## config.mk

```make
export PLATFORM = sky130hd
export DESIGN_NAME = tagged_rr_arbiter
export DESIGN_NICKNAME = d
export VERILOG_FILES = /design/src/rtl/tagged_arb_pkg.sv /design/src/rtl/tagged_rr_arbiter_rr_pick.sv /design/src/rtl/tagged_rr_arbiter.sv
export SDC_FILE = /design/constraint.sdc
export NUM_CORES = 1
export LEC_CHECK = 0
export CORE_AREA = 2 2 139 141
export DETAILED_ROUTE_END_ITERATION = 7
export DIE_AREA = 0 0 141 143
export HOLD_SLACK_MARGIN = 0.08
export SETUP_SLACK_MARGIN = 0.1
export SLEW_MARGIN = 15
export SYNTH_ARGS = -nofsm -noshare
export SYNTH_HDL_FRONTEND = slang
export SYNTH_SLANG_ARGS = --single-unit
export TNS_END_PERCENT = 1
```

## constraint.sdc

```tcl
create_clock -name clk -period 8.9 [get_ports clk]
set_input_delay 1.335 -clock clk [delete_from_list [all_inputs] [get_ports clk]]
set_output_delay 1.335 -clock clk [all_outputs]
set_load 0.02 [all_outputs]
```

## src/rtl/tagged_arb_pkg.sv

```systemverilog
// Shared types and helpers for the tagged round-robin arbiter.
package tagged_arb_pkg;

  typedef enum logic {
    IDLE   = 1'b0,
    LOCKED = 1'b1
  } arb_state_t;

  function automatic int src_width(input int n);
    return (n <= 2) ? 1 : $clog2(n);
  endfunction

endpackage

```

## src/rtl/tagged_rr_arbiter_rr_pick.sv

```systemverilog
// Round-robin pick: rotate the request vector so ptr lands on bit 0, take the
// lowest set bit, then rotate the chosen offset back into an absolute index.
module rr_pick #(
  parameter int N  = 4,
  parameter int PW = 2
) (
  input  logic [N-1:0]  req,
  input  logic [PW-1:0] ptr,
  output logic [N-1:0]  gnt,
  output logic [PW-1:0] idx,
  output logic          any
);

  localparam logic [PW:0] N_V = (PW+1)'(N);

  logic [N-1:0]  rot;
  logic [PW-1:0] off;
  logic [PW:0]   sum;
  logic          found;

  always_comb begin
    rot   = N'({req, req} >> ptr);
    any   = |rot;
    off   = '0;
    found = 1'b0;
    for (int j = 0; j < N; j++) begin
      if (!found && rot[j]) begin
        found = 1'b1;
        off   = PW'(j);
      end
    end
    sum = {1'b0, ptr} + {1'b0, off};
    if (sum >= N_V) sum = sum - N_V;
    idx = sum[PW-1:0];
    gnt = '0;
    if (any) gnt[idx] = 1'b1;
  end

endmodule

```

## src/rtl/tagged_rr_arbiter.sv

```systemverilog
// Fair arbiter feeding one registered output stage from the inputs tagged ID.
//   state  | meaning
//   IDLE   | re-arbitrate on every element
//   LOCKED | grant pinned to lock_idx until its last element transfers
module tagged_rr_arbiter
  import tagged_arb_pkg::*;
#(
  parameter  int DATA_WIDTH  = 64,
  parameter  int NUM_INPUTS  = 4,
  parameter  int TAG_WIDTH   = 4,
  parameter  int ID          = 0,
  parameter  int FILTER_KEEP = 1,
  parameter  int PACKET_LOCK = 0,
  localparam int SRC_W       = src_width(NUM_INPUTS)
) (
  input  logic                            clk,
  input  logic                            rst,
  input  logic [NUM_INPUTS-1:0]           in_valid,
  output logic [NUM_INPUTS-1:0]           in_ready,
  input  logic [NUM_INPUTS*TAG_WIDTH-1:0] in_tag,
  input  logic [NUM_INPUTS*DATA_WIDTH-1:0] in_data,
  input  logic [NUM_INPUTS-1:0]           in_keep,
  input  logic [NUM_INPUTS-1:0]           in_last,
  output logic                            out_valid,
  input  logic                            out_ready,
  output logic [DATA_WIDTH-1:0]           out_data,
  output logic                            out_keep,
  output logic                            out_last,
  output logic [SRC_W-1:0]                out_src
);

  logic [NUM_INPUTS-1:0] match, drop, req, gnt;
  logic [SRC_W-1:0]      g;
  logic                  any, can_load;

  arb_state_t            state_q, state_d;
  logic [SRC_W-1:0]      ptr_q, ptr_d, lock_idx_q, lock_idx_d;
  logic                  out_valid_q, out_valid_d;
  logic [DATA_WIDTH-1:0] out_data_q, out_data_d;
  logic                  out_keep_q, out_keep_d;
  logic                  out_last_q, out_last_d;
  logic [SRC_W-1:0]      out_src_q, out_src_d;

  always_comb begin
    can_load = !out_valid_q || out_ready;
    match    = '0;
    drop     = '0;
    req      = '0;
    for (int i = 0; i < NUM_INPUTS; i++) begin
      match[i] = in_valid[i] && (in_tag[i*TAG_WIDTH +: TAG_WIDTH] == TAG_WIDTH'(ID));
      // keep=0 with last=1 must still pass so the stream terminates downstream
      drop[i]  = match[i] && (FILTER_KEEP != 0) && !in_keep[i] && !in_last[i];
      req[i]   = match[i] && !drop[i] && can_load;
      if (state_q == LOCKED && SRC_W'(i) != lock_idx_q) req[i] = 1'b0;
    end
  end

  rr_pick #(
    .N  (NUM_INPUTS),
    .PW (SRC_W)
  ) u_pick (
    .req (req),
    .ptr (ptr_q),
    .gnt (gnt),
    .idx (g),
    .any (any)
  );

  assign in_ready = drop | gnt;

  always_comb begin
    out_valid_d = out_valid_q;
    out_data_d  = out_data_q;
    out_keep_d  = out_keep_q;
    out_last_d  = out_last_q;
    out_src_d   = out_src_q;
    ptr_d       = ptr_q;
    state_d     = state_q;
    lock_idx_d  = lock_idx_q;
    if (can_load) begin
      out_valid_d = any;
      if (any) begin
        out_data_d = in_data[int'(g)*DATA_WIDTH +: DATA_WIDTH];
        out_keep_d = in_keep[g];
        out_last_d = in_last[g];
        out_src_d  = g;
        ptr_d      = (int'(g) == NUM_INPUTS-1) ? '0 : g + SRC_W'(1);
      end
    end
    if (any && PACKET_LOCK != 0) begin
      if (state_q == IDLE && !in_last[g]) begin
        state_d    = LOCKED;
        lock_idx_d = g;
      end else if (state_q == LOCKED && in_last[g]) begin
        state_d = IDLE;
      end
    end
  end

  always_ff @(posedge clk) begin
    if (rst) begin
      out_valid_q <= 1'b0;
      out_data_q  <= '0;
      out_keep_q  <= 1'b0;
      out_last_q  <= 1'b0;
      out_src_q   <= '0;
      ptr_q       <= '0;
      state_q     <= IDLE;
      lock_idx_q  <= '0;
    end else begin
      out_valid_q <= out_valid_d;
      out_data_q  <= out_data_d;
      out_keep_q  <= out_keep_d;
      out_last_q  <= out_last_d;
      out_src_q   <= out_src_d;
      ptr_q       <= ptr_d;
      state_q     <= state_d;
      lock_idx_q  <= lock_idx_d;
    end
  end

  assign out_valid = out_valid_q;
  assign out_data  = out_data_q;
  assign out_keep  = out_keep_q;
  assign out_last  = out_last_q;
  assign out_src   = out_src_q;

endmodule

```

After elaboration in Yosys (flattened, before gate mapping). Index checks and enable logic that the tools add are counted.

Register bits: 71.

$add $sub $neg: 3. Order comparisons: 3. Equal/unequal tests: 1. Shifts and indexed selects: 2. Multiplexer cells: 15. Bitwise gates (word level): 1. Reduce and logical (&&, ||, !) cells: 47.

Operators with widths (count): $shiftx 256x9->64 (1); $logic_and 1x1->1 (24); $logic_not 1->1 (16); $logic_not 4->1 (4); $mux 2 (4); $shr 8x2->4 (1); $mux 1 (7); $bmux 1 s2 (2); $mux 4 (1); $or 4x4->4 (1); $reduce_or 4->1 (1); $add 2x2->3 (1); $ge 3x3->1 const B (1); $lt 2x3->1 const B (1); $add 2x1->2 const B (1); $demux 1 s2 (1); $eq 2x1->1 const B (1); $ge 2x1->1 const B (1); $reduce_and 2->1 (1); $sub 2x1->2 const B (1); $logic_or 1x1->1 (1).

Logic depth before layout (Yosys ltp). Gate-level depths: netlist of run 1.

Word-level depth: 27. Gate-level depth with buffers: 14.

By module. From an unflattened synthesis of run 1, not the netlist that was laid out.

Cell total of the unflattened synthesis: 310. Area, all modules: 4157.7 µm².

Modules (own cells, without submodules): tagged_rr_arbiter (instances 1, cells each 272, area each 3895.0 µm², sequential area each 1421.4 µm²); rr_pick (instances 1, cells each 38, area each 262.8 µm², sequential area each 0.0 µm²).

Worst setup path after synthesis of run 1. Ideal clock, no wire load.

Path kind: input -> output. Start point: input port in_tag[5]. End point: output port in_ready[2]. Arrival: 4.035 ns. Data required time: 7.565 ns. Setup slack: 3.530 ns. Stages: 11. Path buffers: 3. Path through: nor4_1 nand3b_1 o2bb2ai_1 and2_1 o22ai_1 a32o_1 ha_1 buf_2 buf_2 clkbuf_1 o21ai_0.

Cells in the longest elaborated chain, start to end: 27. Elaborated cells between the ends (all ways): 32. Classes of those cells: add/sub: 2; order compare: 3; shift: 1; mux: 10; bitwise: 1; reduce/logical: 15.

RTL lines: start, declared (RTL line tagged_rr_arbiter.sv:20) `input logic [NUM_INPUTS*TAG_WIDTH-1:0] in_tag,`; $logic_not 4->1 (*) (RTL line tagged_rr_arbiter.sv:50) `match[i] = in_valid[i] && (in_tag[i*TAG_WIDTH +: TAG_WIDTH] == TAG_WIDTH'(ID));`; $logic_and 1x1->1 (*) (RTL line tagged_rr_arbiter.sv:50); $logic_and 1x1->1 (2 in series) (RTL line tagged_rr_arbiter.sv:52) `drop[i] = match[i] && (FILTER_KEEP != 0) && !in_keep[i] && !in_last[i];`; $logic_not 1->1 (RTL line tagged_rr_arbiter.sv:53) `req[i] = match[i] && !drop[i] && can_load;`; $logic_and 1x1->1 (*) (2 in series) (RTL line tagged_rr_arbiter.sv:53); $shr 8x2->4 (*) (RTL line tagged_rr_arbiter_rr_pick.sv:22) `rot = N'({req, req} >> ptr);`; $mux 1 (RTL line tagged_rr_arbiter_rr_pick.sv:27) `if (!found && rot[j]) begin`; $logic_not 1->1 (RTL line tagged_rr_arbiter_rr_pick.sv:27); [... 10 more ...]; $mux 2 (*) (RTL line tagged_rr_arbiter_rr_pick.sv:33) `if (sum >= N_V) sum = sum - N_V;`; via g[0] (RTL line tagged_rr_arbiter.sv:33) `logic [SRC_W-1:0] g;`; $lt 2x3->1 (implied by the code) or $ge 2x1->1 (tied branches) (RTL line tagged_rr_arbiter_rr_pick.sv:36) `if (any) gnt[idx] = 1'b1;`; $logic_and 1x1->1 (implied by the code) (RTL line tagged_rr_arbiter_rr_pick.sv:36); $mux 1 (implied by the code) (RTL line tagged_rr_arbiter_rr_pick.sv:36); $demux 1 s2 (*); $mux 4 (*) (RTL line tagged_rr_arbiter_rr_pick.sv:36); $or 4x4->4 (*) (RTL line tagged_rr_arbiter.sv:69) `assign in_ready = drop | gnt;`; end, declared (RTL line tagged_rr_arbiter.sv:19) `output logic [NUM_INPUTS-1:0] in_ready,`.

The timed path passes the listed nets; every way through them passes the cells marked *.

Final worst setup path of run 1.
Start point: input port in_tag[10]. End point: output port in_ready[1].

Cells in the longest elaborated chain, start to end: 27. Elaborated cells between the ends (all ways): 32. Classes of those cells: add/sub: 2; order compare: 3; shift: 1; mux: 10; bitwise: 1; reduce/logical: 15.

RTL lines (RTL line): $logic_not 4->1 (*) (tagged_rr_arbiter.sv:50); $logic_and 1x1->1 (*) (tagged_rr_arbiter.sv:50); $logic_and 1x1->1 (2 in series) (tagged_rr_arbiter.sv:52); $logic_not 1->1 (tagged_rr_arbiter.sv:53); $logic_and 1x1->1 (*) (2 in series) (tagged_rr_arbiter.sv:53); $shr 8x2->4 (*) (tagged_rr_arbiter_rr_pick.sv:22); $mux 1 (tagged_rr_arbiter_rr_pick.sv:27); $logic_not 1->1 (tagged_rr_arbiter_rr_pick.sv:27); [... 9 more ...]; $ge 3x3->1 or $sub 2x1->2 (tied branches) (tagged_rr_arbiter_rr_pick.sv:33); $mux 2 (tagged_rr_arbiter_rr_pick.sv:33); $lt 2x3->1 (implied by the code) or $ge 2x1->1 (tied branches) (tagged_rr_arbiter_rr_pick.sv:36); $logic_and 1x1->1 (implied by the code) (tagged_rr_arbiter_rr_pick.sv:36); $mux 1 (implied by the code) (tagged_rr_arbiter_rr_pick.sv:36); $demux 1 s2; $mux 4 (*) (tagged_rr_arbiter_rr_pick.sv:36); $or 4x4->4 (*) (tagged_rr_arbiter.sv:69).

Every way passes the cells marked *; elsewhere a longest branch is shown, timed or not.

==> results.ini, run 1 <==
[floorplanning]
die-width_um=141
initial_core_util=0.2621
die_area_mm2=0.02016
fp.dieH_um=143
placementRows=50
core_area_mm2=0.01858
io_pins=360

[clock_network]
cts_buffers=9
cts_resized=0
hold_buffers=0
clk_pin_slew_worst_paths_ns=0.06
tritoncts=built
cts_htree_levels=3
clockRootBuffer=clkbuf_16
cts_setup_buffers=0
cts_buffer_depth=2
insertion_delay_ns=0.33
cts_sinks=71

[drt]
vias=5196
post-route-drc-count=0
final_antenna_net_count=0
vias_per_cell=4.763
drtIter0Drc=162
first_pass_iters=4
routedWlPerCell_um=17.69
drt_wl_total_um=19300

[setup_path]
ff2ff_path_depth=11
crit_type=in -> out
crit_chain=clkdlybuf4s50_1, nand4bb_1, nor4_1, o21ai_0, o22ai_1, a32o_1, ha_4, inv_1, a311o_1, o32ai_4, buf_4, a32o_1, clkdlybuf4s50_1
crit_path_max_fanout=34
r2r-end=out_data[6]
r2r_start=ptr_q[0]
start_kind=input pin
cp-end-kind=output port
crit_required_ns=7.57
crit_slowest_cell=nor4_1
slowest_delay_ns=0.66
arrival_ns=5.32
r2r_slack_ns=4.63

[min_path]
hold_start=out_data[39]
min_to=out_data[39]
hold_depth=2
hp-class=reg -> reg

[synth]
ys_ff_latch=71
netlist_area_mm2=0.004870
yosysWarnings=0
seq_area_frac_synth=0.2919
avgSynthCellArea_um2=9.365
synth.distinct_cells=53
syn_nets=809
syn_inst=520

[power]
power_mw=1.032
power_frac_seq=0.329
switchingPower_mw=0.2780
power_density_mw_per_mm2=117.4
p_int_mw=0.7542
p_clk_frac=0.350
swShare=0.2693
leakagePower_nw=3.076
p_comb_frac=0.321
ir_worst_vdd_mv=0.07898

[global_route]
grt_antenna_before_repair=0
grt_max_degree=74
grt_pass1_wl_um=28910
grt_pass1_vias=5214
grt-ovfl-total=0
track_usage=0.1848

[finish]
fin_area_mm2=0.008791
drive_above_1_share=0.07468
fillers=1813
seq_area_mm2=0.001421
layout-area-overhead-vs-synth_pct=80.52
final_nets=1141
antenna_cells=0
final_cells=1091
multi_input_area_mm2=0.003133

[sta]
min_period_over_period=0.7474
max-slew-margin-rel=0.3974
maxSlewViolCount=0
holdWs_ns=0.4588
finalSetupViolCount=0
finalSetupTns_ns=0
hold_viol_final=0
rsz0062_at_grt=no
max_freq_mhz=150.3
worst_pin_slew_ns=0.9038
fin_skew_ns=0.008901
finalCriticalPeriod_ns=6.652

[flow_run]
drv_cap=0

[placed_design]
io_buffer_count=359
post_dp_cell_area_mm2=0.008499
dp_hpwl_um=14910
dp_cells=1075
place_congestion=0.8378

[run_status]
outcome=complete, no violations

[state kept, by name (all words and copies together) (netlist names)]
signal and count:
out_src 2, out_keep 1, out_data 64, out_valid 1, ptr_q 2, out_last 1
[cells by family (layout without fill, tap and decap cells)]
kind of cell             Yosys count  count (layout)  synth area share
multiplexers                     134             134            0.2754
buffers and inverters             48             385           0.07220
adder cells (fa/ha/maj)            3               3          0.007194
flip-flops                        71              71            0.2919
AND/OR/NAND/NOR                  143             143            0.1470
XOR/XNOR                           1               1          0.001799
AO/OA/AOI/OAI                    120             120            0.2045
[critical path: cells and delay by family]
family / cells / cell delay [ns]
AND/OR/NAND/NOR: 2 / 0.86
AO/OA/AOI/OAI: 6 / 1.36
buffers and inverters: 4 / 1.55
adder cells (fa/ha/maj): 1 / 0.19
[synth_stat cells (all sizes together)]
cell type,n,share of area
and3,1,0.0013
nor2b,2,0.0026
nand3b,2,0.0031
or3,36,0.048
maj3,1,0.0021
nor4,3,0.0039
a22oi,33,0.051
nand2,38,0.029
nand2b,2,0.0026
o31a,1,0.0018
nand4,1,0.0013
nor3,1,0.0010
buf,25,0.048
a32o,2,0.0041
nor4b,2,0.0036
a21oi,3,0.0031
or2,2,0.0026
nand4bb,1,0.0023
nor2,45,0.035
xnor2,1,0.0018
ha,2,0.0051
dfxtp,71,0.29
o21bai,1,0.0023
o2bb2ai,1,0.0018
o211ai,34,0.082
o22ai,2,0.0026
and2,2,0.0026
o21ai,36,0.037
and3b,1,0.0018
o32ai,2,0.0051
inv,3,0.0023
nand3,2,0.0021
a31oi,2,0.0026
a311o,1,0.0021
o32a,1,0.0046
nor3b,2,0.0041
mux2i,134,0.28
o31ai,1,0.0044
clkbuf,20,0.022
[how the worst max path moves through the flow]
stage | end | cells after the start | slack [ns] | startpoint
floorplan | in_ready[2] | 11 | 3.53 | in_tag[5]
global placement | in_ready[1] | 13 | 2.38 | in_tag[10]
detailed placement | in_ready[1] | 13 | 2.29 | in_tag[10]
CTS | in_ready[1] | 13 | 2.30 | in_tag[10]
global route | in_ready[1] | 13 | 2.07 | in_tag[10]
finish | in_ready[1] | 13 | 2.25 | in_tag[10]
[power groups by stage]
| stage | logic [mW] | clock network [mW] | registers (mW) |
|---|---|---|---|
| after floorplan | 0.138 | 0 | 0.363 |
| after global placement | 0.335 | 0 | 0.347 |
| after detailed placement | 0.335 | 0 | 0.347 |
| after CTS | 0.336 | 0.376 | 0.340 |
| after global routing | 0.356 | 0.388 | 0.342 |
| final | 0.331 | 0.361 | 0.340 |
[through the flow]
step	setup slack (ns)	util
floorplan	3.530	-
global placement	2.383	0.4574
detailed placement	2.293	0.4574
CTS	2.300	0.4731
global route	2.073	0.4731
finish	2.248	0.4731
[layout by cell type, fill, tap and decap left out, types with 3 or more instances in the layout]
| cell type | netlist | layout |
|---|---|---|
| o21ai_0 | 23 | 23 |
| o211ai_1 | 5 | 5 |
| mux2i_1 | 134 | 134 |
| a22oi_1 | 33 | 33 |
| clkbuf_16 | 0 | 9 |
| o211ai_2 | 29 | 29 |
| dfxtp_1 | 71 | 71 |
| clkinv_2 | 0 | 3 |
| nand2_1 | 38 | 38 |
| or3_1 | 31 | 31 |
| nor4_1 | 3 | 3 |
| nor2_1 | 45 | 45 |
| inv_1 | 3 | 3 |
| clkdlybuf4s50_1 | 0 | 358 |
| buf_4 | 1 | 7 |
| or3_2 | 4 | 4 |
| o21ai_1 | 13 | 13 |
| a21oi_1 | 3 | 3 |
[final cells by class]
class | instances | area share
timing repair buffer | 366 | 0.4142
clock inverter | 4 | 0.005124
sequential | 71 | 0.1617
multi-input combinational | 401 | 0.3564
clock buffer | 12 | 0.02804
inverter | 3 | 0.001281
tap | 234 | 0.03330
[per-layer routing]
layer	track usage	vias to the layer above	share of wire
met5	0	-	0
li1	-	2598	-
met2	0.3225	247	0.49
met3	0.06405	23	0.093
met4	0.05895	0	0.021
met1	0.2129	2328	0.40
Power figures use the tool's default switching activity.
==> run 2, diff against run 1 <==
==> constraint.sdc (replaced) <==
create_clock -name clk -period 6.3 [get_ports clk]
set_input_delay 0.945 -clock clk [delete_from_list [all_inputs] [get_ports clk]]
set_output_delay 0.945 -clock clk [all_outputs]
set_load 0.02 [all_outputs]
==> run 2 against run 1 <==
Against the previous run:
- sequential share of layout area down 0.085 points
- critical path depth unchanged
- cell count is 0.18% higher
- total power is 43% higher
- wire length grew 0.39%
- first-iteration DRC count increased by 2.5%
- clock power increased by 47%
- register-to-register slack got worse by 2.5 ns
- die area unchanged
- largest cell class unchanged
==> results.ini, run 2 (synthesis results as in run 1) <==
[finish]
final_nets=1143  ; +0.18%
drive_above_1_share=0.07800  ; +0.003319
antenna_cells=0  ; unchanged
final_util=0.4756  ; +0.002492
layout_common_cells=clkdlybuf4s50_1 (358), mux2i_1 (134), dfxtp_1 (71)
final_cells=1093  ; +0.18%
largest_reg_flops=64  ; unchanged
layout_commonest_cell=clkdlybuf4s50_1
layout-area-overhead-vs-synth_pct=81.47

[floorplanning]
core_area_mm2=0.01858  ; unchanged
io_pins=360  ; unchanged
die-width_um=141  ; unchanged
placementRows=50  ; unchanged
die_area_mm2=0.02016  ; unchanged
initial_core_util=0.2621  ; unchanged
fp.dieH_um=143  ; unchanged

[setup_path]
arrival_ns=4.55  ; -0.77 ns
crit_path_max_fanout=34  ; unchanged
start_kind=input pin
crit_type=in -> out
cp-end-kind=output port
crit_required_ns=5.35  ; -2.22 ns

[drt]
post-route-drc-count=0  ; unchanged
drtIter0Drc=166  ; +2.5%
drt_wl_total_um=19370  ; +0.39%
vias=5226  ; +0.58%
vias_per_cell=4.781  ; +0.39%
final_antenna_net_count=0  ; unchanged
routedWlPerCell_um=17.72  ; +0.20%
first_pass_iters=5  ; +1

[clock_network]
cts_sinks=71  ; unchanged
clockRootBuffer=clkbuf_16
cts_buffer_depth=2  ; unchanged
cts_resized=0  ; unchanged
cts_buffers=9  ; unchanged
insertion_delay_ns=0.33  ; about the same
cts_htree_levels=3  ; unchanged
hold_buffers=0  ; unchanged
tritoncts=built
cts_setup_buffers=0  ; unchanged
clk_pin_slew_worst_paths_ns=0.06  ; about the same

[sta]
worst_pin_slew_ns=0.7942  ; -0.1096 ns
fin_skew_ns=0.005323  ; -0.003578 ns
max-slew-margin-rel=0.4705  ; +0.07309
finalCriticalPeriod_ns=5.493
min_period_over_period=0.8719
holdWs_ns=0.4571  ; -0.001669 ns
finalSetupTns_ns=0  ; unchanged
maxSlewViolCount=0  ; unchanged
max_freq_mhz=182.1
hold_viol_final=0  ; unchanged
rsz0062_at_grt=no
finalSetupViolCount=0  ; unchanged

[global_route]
grt_max_degree=74  ; unchanged
grt_pass1_wl_um=28900  ; about the same
track_usage=0.1847  ; -0.0001871
grt_antenna_before_repair=0  ; unchanged
grt-ovfl-total=0  ; unchanged
grt_pass1_vias=5138  ; -1.5%

[power]
ir_worst_vdd_mv=0.1258  ; +59%
leakagePower_nw=3.102  ; +0.84%
power_mw=1.480  ; +43%
power_density_mw_per_mm2=167.5  ; +43%

[run_status]
outcome=complete, no violations

[placed_design]
io_buffer_count=359  ; unchanged
place_congestion=0.8795  ; +5.0%
dp_hpwl_um=14870  ; -0.26%
dp_cells=1077  ; +0.19%

[min_path]
hp-class=reg -> reg

[flow_run]
drv_cap=0  ; unchanged

[run 2: cell count changes in the layout (fill, tap and decap cells not counted)]
cell / delta
buf_4: +1
buf_12: +1
clkinv_2: -1
clkbuf_1: -1
clkbuf_8: +2
[run 2: metal layers]
layer	routed length (µm)	vias to the layer above	track usage
met1	7833	2323	0.2175
met2	9283	268	0.3178
met4	503	0	0.06842
met5	0	-	0
met3	1751	26	0.05567
li1	-	2609	-
[run 2: path summary, 6_finish.rpt]
check	startpoint	end	slack [ns]	depth (start not counted)
setup / recovery	in_tag[5]	in_ready[0]	0.81	13
hold / removal	out_data[40]	out_data[40]	0.46	2
setup reg to reg	ptr_q[0]	out_data[48]	2.13	13
hold reg to reg	out_data[40]	out_data[40]	0.46	2
[run 2: cell type report]
class / count / area (µm²)
Sequential cell: 71 / 1421
Clock buffer: 13 / 270.3
Multi-Input combinational cell: 401 / 3133
Fill cell: 1772 / 9743
Tap cell: 234 / 292.8
Timing Repair Buffer: 368 / 3669
Inverter: 3 / 11.26
Clock inverter: 3 / 40.04
[run 2: report_power, final]
part / internal [mW] / switching [mW] / total, mW / leakage [nW]
sequential: 0.469 / 0.0113 / 0.481 / 0.576
combinational: 0.281 / 0.188 / 0.469 / 2.37
clock: 0.338 / 0.192 / 0.530 / 0.156
total: 1.09 / 0.392 / 1.48 / 3.10
[run 2: critical path: stages]
cell	delay (ns)
clkdlybuf4s50_1	0.40
nor4_1	0.51
nand3b_1	0.22
nor2_1	0.15
o21ai_0	0.11
o22ai_1	0.19
a32o_1	0.23
ha_4	0.19
inv_1	0.08
a311o_1	0.35
o32a_4	0.36
o22ai_1	0.18
clkdlybuf4s50_1	0.64
[run 2: per-stage QoR]
step | area (µm²) | worst slack [ns]
4_1_cts | 8837 | 0.8569
6_report | 8837 | 0.8070
5_1_grt | 8837 | 0.6237
2_1_floorplan | 4870 | 1.710
3_3_place_gp | 8527 | 0.9063
3_5_place_dp | 8527 | 0.8672
==> run 3, diff against run 2 <==
--- a/config.mk
+++ b/config.mk
@@ -5,6 +5,7 @@
 export SDC_FILE = /design/constraint.sdc
 export NUM_CORES = 1
 export LEC_CHECK = 0
+export CAP_MARGIN = 40
 export CORE_AREA = 2 2 139 141
 export DETAILED_ROUTE_END_ITERATION = 7
 export DIE_AREA = 0 0 141 143
==> results of run 3 <==
Final layout, timing and power as in run 2 (identical DEF).
